`src/rtl/apu_pkg.sv`:
```
// Shared constants for the APU length counter bank: length table and timing.
package apu_pkg;

    localparam int LEN_W               = 8;
    localparam int LEN_IDX_W           = 5;
    localparam int NES_CPU_HZ          = 1789773;
    localparam int HALF_FRAME_DIV_NTSC = 14915;

    // Entry 31 sits in the MSBs so LEN_TABLE[idx] reads naturally.
    localparam logic [31:0][LEN_W-1:0] LEN_TABLE = {
        8'd30,  8'd32,  8'd28,  8'd16,  8'd26,  8'd72,  8'd24,  8'd192,
        8'd22,  8'd96,  8'd20,  8'd48,  8'd18,  8'd24,  8'd16,  8'd12,
        8'd14,  8'd26,  8'd12,  8'd14,  8'd10,  8'd60,  8'd8,   8'd160,
        8'd6,   8'd80,  8'd4,   8'd40,  8'd2,   8'd20,  8'd254, 8'd10
    };

    function automatic logic [LEN_W-1:0] len_lookup(input logic [LEN_IDX_W-1:0] idx);
        return LEN_TABLE[idx];
    endfunction

endpackage

```
`src/rtl/apu_length_counter_bank_if.sv`:
```
// Length-load write bus driven by the register decode into the counter bank.
interface apu_length_counter_bank_if
    import apu_pkg::*;
#(
    parameter int CH_IDX_W = 2
);
    logic                 wr_en;
    logic [CH_IDX_W-1:0]  wr_ch;
    logic [LEN_IDX_W-1:0] wr_len_idx;

    modport master (output wr_en, wr_ch, wr_len_idx);
    modport slave  (input  wr_en, wr_ch, wr_len_idx);
endinterface

```
`src/rtl/apu_tick_divider.sv`:
```
// Free-running half-frame divider; registered one-cycle tick every DIV clocks.
// Not built when APU_LC_EXT_TICK_EN is defined.
`ifndef APU_LC_EXT_TICK_EN
module apu_tick_divider #(
    parameter int DIV = 14915
) (
    input  logic clk,
    input  logic reset,
    output logic tick
);
    localparam int CW = $clog2(DIV);

    logic [CW-1:0] cnt;
    logic          at_end;

    assign at_end = (cnt == CW'(DIV - 1));

    always_ff @(posedge clk) begin
        if (reset) begin
            cnt  <= '0;
            tick <= 1'b0;
        end else begin
            tick <= at_end;
            cnt  <= at_end ? '0 : cnt + CW'(1);
        end
    end
endmodule
`endif

```
`src/rtl/apu_length_counter_bank.sv`:
```
// Bank of NES-APU length counters gating each channel's sample to the mixer.
// Define APU_LC_EXT_TICK_EN to clock the counters from an external ext_tick.
module apu_length_counter_bank
    import apu_pkg::*;
#(
    parameter int NUM_CH         = 4,
    parameter int SAMPLE_W       = 4,
    parameter int HALF_FRAME_DIV = HALF_FRAME_DIV_NTSC,
    parameter int CH_IDX_W       = (NUM_CH > 1) ? $clog2(NUM_CH) : 1
) (
    input  logic                         clk,
    input  logic                         reset,
    apu_length_counter_bank_if.slave     wr,
`ifdef APU_LC_EXT_TICK_EN
    input  logic                         ext_tick,
`endif
    input  logic [NUM_CH-1:0]            ch_enable,
    input  logic [NUM_CH-1:0]            ch_halt,
    input  logic [NUM_CH*SAMPLE_W-1:0]   snd_in,
    output logic [NUM_CH*SAMPLE_W-1:0]   snd_out,
    output logic [NUM_CH-1:0]            status,
    output logic                         half_frame_tick
);
    logic                               tick;
    logic [NUM_CH-1:0][SAMPLE_W-1:0]    snd_in_v;
    logic [NUM_CH-1:0][SAMPLE_W-1:0]    snd_out_q;

    assign snd_in_v = snd_in;
    assign snd_out  = snd_out_q;

`ifdef APU_LC_EXT_TICK_EN
    // Counters consume ext_tick the cycle it arrives; the echo lags by one.
    logic ext_tick_q;

    always_ff @(posedge clk) begin
        if (reset) ext_tick_q <= 1'b0;
        else       ext_tick_q <= ext_tick;
    end

    assign tick            = ext_tick;
    assign half_frame_tick = ext_tick_q;
`else
    logic div_tick;

    apu_tick_divider #(.DIV(HALF_FRAME_DIV)) u_div (
        .clk   (clk),
        .reset (reset),
        .tick  (div_tick)
    );

    assign tick            = div_tick;
    assign half_frame_tick = div_tick;
`endif

    for (genvar c = 0; c < NUM_CH; c++) begin : g_ch
        logic [LEN_W-1:0] cnt;
        logic             wr_hit;

        // Out-of-range wr_ch never matches any channel, so such writes drop.
        assign wr_hit = wr.wr_en && (wr.wr_ch == CH_IDX_W'(c));

        always_ff @(posedge clk) begin
            if (reset || !ch_enable[c])
                cnt <= '0;
            else if (wr_hit)
                cnt <= len_lookup(wr.wr_len_idx);
            else if (tick && !ch_halt[c] && cnt != '0)
                cnt <= cnt - LEN_W'(1);
        end

        assign status[c] = (cnt != '0);
    end

    // Halt only freezes the count; gating follows the counter alone.
    always_ff @(posedge clk) begin
        if (reset) begin
            snd_out_q <= '0;
        end else begin
            for (int c = 0; c < NUM_CH; c++)
                snd_out_q[c] <= status[c] ? snd_in_v[c] : '0;
        end
    end
endmodule

```
`src/flat_wrapper.sv`:
```
// flat-port wrapper written by rule: the top's interface ports become plain ports
module apu_length_counter_bank_flat import apu_pkg::*;
#(
    parameter int NUM_CH         = 4,
    parameter int SAMPLE_W       = 4,
    parameter int HALF_FRAME_DIV = HALF_FRAME_DIV_NTSC,
    parameter int CH_IDX_W       = (NUM_CH > 1) ? $clog2(NUM_CH) : 1
)
  (clk, reset, ch_enable, ch_halt, snd_in, snd_out, status, half_frame_tick, wr_wr_en, wr_wr_ch, wr_wr_len_idx);
  apu_length_counter_bank_if #(.CH_IDX_W(CH_IDX_W)) wr_i ();
  input  logic clk;
  input  logic reset;
  input  logic [NUM_CH-1:0] ch_enable;
  input  logic [NUM_CH-1:0] ch_halt;
  input  logic [NUM_CH*SAMPLE_W-1:0] snd_in;
  output logic [NUM_CH*SAMPLE_W-1:0] snd_out;
  output logic [NUM_CH-1:0] status;
  output logic half_frame_tick;
  input wire logic [$bits(wr_i.wr_en)-1:0] wr_wr_en;
  input wire logic [$bits(wr_i.wr_ch)-1:0] wr_wr_ch;
  input wire logic [$bits(wr_i.wr_len_idx)-1:0] wr_wr_len_idx;
  assign wr_i.wr_en = wr_wr_en;
  assign wr_i.wr_ch = wr_wr_ch;
  assign wr_i.wr_len_idx = wr_wr_len_idx;
  apu_length_counter_bank #(.NUM_CH(NUM_CH), .SAMPLE_W(SAMPLE_W), .HALF_FRAME_DIV(HALF_FRAME_DIV), .CH_IDX_W(CH_IDX_W)) u_core (.clk(clk), .reset(reset), .wr(wr_i), .ch_enable(ch_enable), .ch_halt(ch_halt), .snd_in(snd_in), .snd_out(snd_out), .status(status), .half_frame_tick(half_frame_tick));
endmodule
```
`config.mk`:
```
export PLATFORM = sky130hd
export DESIGN_NAME = apu_length_counter_bank_flat
export DESIGN_NICKNAME = d
export VERILOG_FILES = /design/src/rtl/apu_pkg.sv /design/src/rtl/apu_length_counter_bank_if.sv /design/src/rtl/apu_tick_divider.sv /design/src/rtl/apu_length_counter_bank.sv /design/src/flat_wrapper.sv
export SDC_FILE = /design/constraint.sdc
export NUM_CORES = 1
export LEC_CHECK = 0
export ABC_AREA = 1
export CORE_MARGIN = 2
export CORE_UTILIZATION = 45
export CTS_CLUSTER_DIAMETER = 60
export CTS_CLUSTER_SIZE = 20
export DETAILED_ROUTE_END_ITERATION = 10
export GPL_ROUTABILITY_DRIVEN = 0
export MAX_ROUTING_LAYER = met4
export PLACE_DENSITY = 0.68
export SLEW_MARGIN = 20
export SYNTH_ARGS = -nofsm -noshare
export SYNTH_HDL_FRONTEND = slang
export SYNTH_SLANG_ARGS = --single-unit
```
`constraint.sdc`:
```
create_clock -name clk -period 2.2 [get_ports clk]
set_clock_uncertainty 0.2 [all_clocks]
set_input_delay 0.44 -clock clk [delete_from_list [all_inputs] [get_ports clk]]
set_output_delay 0.44 -clock clk [all_outputs]
set_load 0.05 [all_outputs]
```
==> results.yml <==
sta:
  tns_ns: -0.07151
  layout_setup_ws_ns: -0.07151
  rsz0062_at_grt: "yes"
  period_share_pct: 103.3
  hold_viol: 0
  slew_headroom_pct: 65.66
  slew_violations: 0
  fmax_mhz: 440.2
  setup_violations: 1
  period_minus_slack_ns: 2.272
  worst_slew_pin_slew_ns: 0.5135
finish:
  finalNetCount: 749
  diodes: 0
  area_delta_synth_final_pct: 29.16
  drive_gt1_share_pct: 11.58
  n_fill_cell: 791
  post_layout_nonfiller_instances: 813
pwr:
  p_int_mw: 1.887
  ir_worst_vdd_v: 0.0003038
  p_comb_share_pct: 16.2
  p_per_area_nw_per_um2: 521.3
  power_mw: 2.597
  p_seq_share_pct: 45.2
  power_switching_uw: 710.1
  switching_share_pct: 27.34
  clkPwrFrac_pct: 38.6
  p_leak_nw: 2.396
die:
  die_w_um: 96.59
  die_h_um: 96.59
  core_area_um2: 8258
  io_pins: 55
  initial_core_util_pct: 46.71
  dieArea_um2: 9329
  rows: 33
grt:
  grt_pass1_wl_mm: 16.25
  gr-total-overflow: 0
  grt_max_degree: 15
  grt_pass1_vias: 3683
  grtUsageTotal_pct: 22.82
  antenna_found_initial: 0
status:
  status: "finished with violations"
  violations: "setup timing"
synthesis:
  synthesis.area_um2: 3857
  ys_seq_area_share_pct: 32.70
  synth_cell_type_count: 34
  synth_most_common_cell: "nand2_1"
  synth_area_leader_cell: "dfxtp_1"
  yosysWarningCount: 0
  synth_nets: 664
  synth_seq_cells: 63
  synth-async-reset-ratio_pct: 0
  yosysTopAreaCellShare_pct: 32.70
  synthTopCellsByArea: "dfxtp_1 33%, nand2_1 14%, nand3_1 12%"
  synth_common_cells: "144 x nand2_1, 101 x inv_1, 98 x nor2_1"
  avgSynthCellArea_um2: 6.242
  synth-main-ff-cell: "dfxtp_1"
  synth_cells: 618
  synth-edff-count: 0
worst_hold_path:
  hold_class: "register to register"
cts:
  cts_buffers: 9
  cts_sinks: 63
  root_buffer: "clkbuf_8"
  clkTransAtPathRegs_ns: 0.07
  clock_latency_ns: 0.34
  postCtsHoldBufs: 0
  h-tree-depth: 3
  cts_tree: "built"
  clock_path_buffers: 2
worst_setup_path:
  r2r_setup_slack_ns: 0.46
  critPathCaptureType: "output pin"
  critical_path_class: "register to output pin"
  crit_required_ns: 1.56
  cp.arrival_ns: 1.63
  cp_max_fo: 3
  startpoint_type: "register"
placement:
  dp_slack_ns: -0.1093
  placed_cells: 788
  place.port_buffers: 54
  dpl.hpwl_mm: 7.421
routing:
  drtAntennaViolNets: 0
  drt_iter0_markers: 198
  viasPerCell: 4.989
  wl_per_cell_um: 12.17
  drc: 0
  first_pass_iters: 5
  vias: 4056
  postRouteWirelength_mm: 9.897
run:
  cap_violations: 0
cell type report:
class | count | area (um2) | area share, %
Tap cell | 105 | 131.4 | 2.637
Timing Repair Buffer | 83 | 793.3 | 15.92
Sequential cell | 63 | 1265 | 25.39
Multi-Input combinational cell | 442 | 2212 | 44.40
Clock inverter | 4 | 45.04 | 0.9041
Inverter | 104 | 390.4 | 7.835
Clock buffer | 12 | 145.1 | 2.913
worst max-delay path, cell delays in order (launching register included):
cell and delay [ns]:
dfxtp_2 0.33, inv_2 0.07, ha_4 0.15, nand3_4 0.08, or2_1 0.25, or2_4 0.26
buf_8 0.15
sequential cells by signal, indices dropped and copies added, names as in the netlist:
signal,flops
u_core.g_ch.cnt,32
u_core.snd_out,16
u_core.u_div.cnt,14
u_core.u_div.tick,1
layout by cell type, fill, tap and decap left out, types with 3 or more instances in the layout:
master,Yosys,layout
dfxtp_1,63,60
o21ai_0,11,11
dfxtp_2,0,3
xor2_1,10,10
nand4_1,11,11
clkdlybuf4s50_1,0,50
a21oi_1,15,15
nor2_4,1,3
clkbuf_8,0,10
nand3_1,89,89
ha_1,12,9
buf_12,0,3
clkinv_2,0,3
nand2_1,144,141
buf_4,1,29
inv_2,1,3
nor2_2,5,6
nand2_2,1,4
nor2_1,98,95
inv_1,101,99
nor3_2,4,4
nand3b_1,4,4
nor3_1,17,17
or2_2,4,4
what timing repair did:
item / in CTS / in global routing
pin swaps: 2 / 5
setup buffers: 3 / 6
endpoints found under the setup margin: 2 / 4
hold endpoints to repair: 0 / 0
resized for setup: 11 / 10
logic make-up (layout without fill, tap and decap cells):
kind of cell | count (synthesis) | in the layout | share of synthesized area (%)
AND/OR/NAND/NOR | 387 | 387 | 44.73
buffers and inverters | 113 | 203 | 11.51
flip-flops | 63 | 63 | 32.70
AO/OA/AOI/OAI | 31 | 31 | 4.444
adder cells (fa/ha/maj) | 12 | 12 | 3.892
XOR/XNOR | 12 | 12 | 2.725
through the flow:
stage	utilization, %	cell area (um2)	hold WS [ns]
CTS	59.32	4898	0.2597
global placement	56.35	4653	0.2450
global route	60.33	4982	0.2998
floorplan	-	3857	0.2297
detailed placement	56.35	4653	0.2456
finish	60.33	4982	0.2594
worst paths after layout:
kind,from,depth (start not counted),end
hold reg to reg,u_core.u_div.cnt[0]$_SDFF_PP0_,1,u_core.u_div.cnt[0]$_SDFF_PP0_
setup / recovery,u_core.g_ch[2].cnt[0]$_SDFFE_PP0P_,6,status[2]
setup reg to reg,u_core.g_ch[3].cnt[0]$_SDFFE_PP0P_,9,u_core.g_ch[3].cnt[2]$_SDFFE_PP0P_
hold / removal,u_core.u_div.cnt[0]$_SDFF_PP0_,1,u_core.u_div.cnt[0]$_SDFF_PP0_
routing by layer:
layer / share of wire, % / wire, um / global-route usage (%)
met1: 44 / 4356 / 26.50
met2: 50 / 4937 / 40.51
met5: 0 / 0 / -
met3: 4.9 / 483 / 4.189
met4: 1.2 / 119 / 6.103
power by group through the flow:
stage          combinational [mW]  sequential (mW)  clock (mW)
4_1_cts                     0.411             1.17        1.02
2_1_floorplan               0.207             1.22           0
3_5_place_dp                0.403             1.20           0
6_report                    0.421             1.17        1.00
5_1_grt                     0.464             1.17        1.07
3_3_place_gp                0.396             1.20           0
No activity file was read; power rests on OpenSTA's default activity.
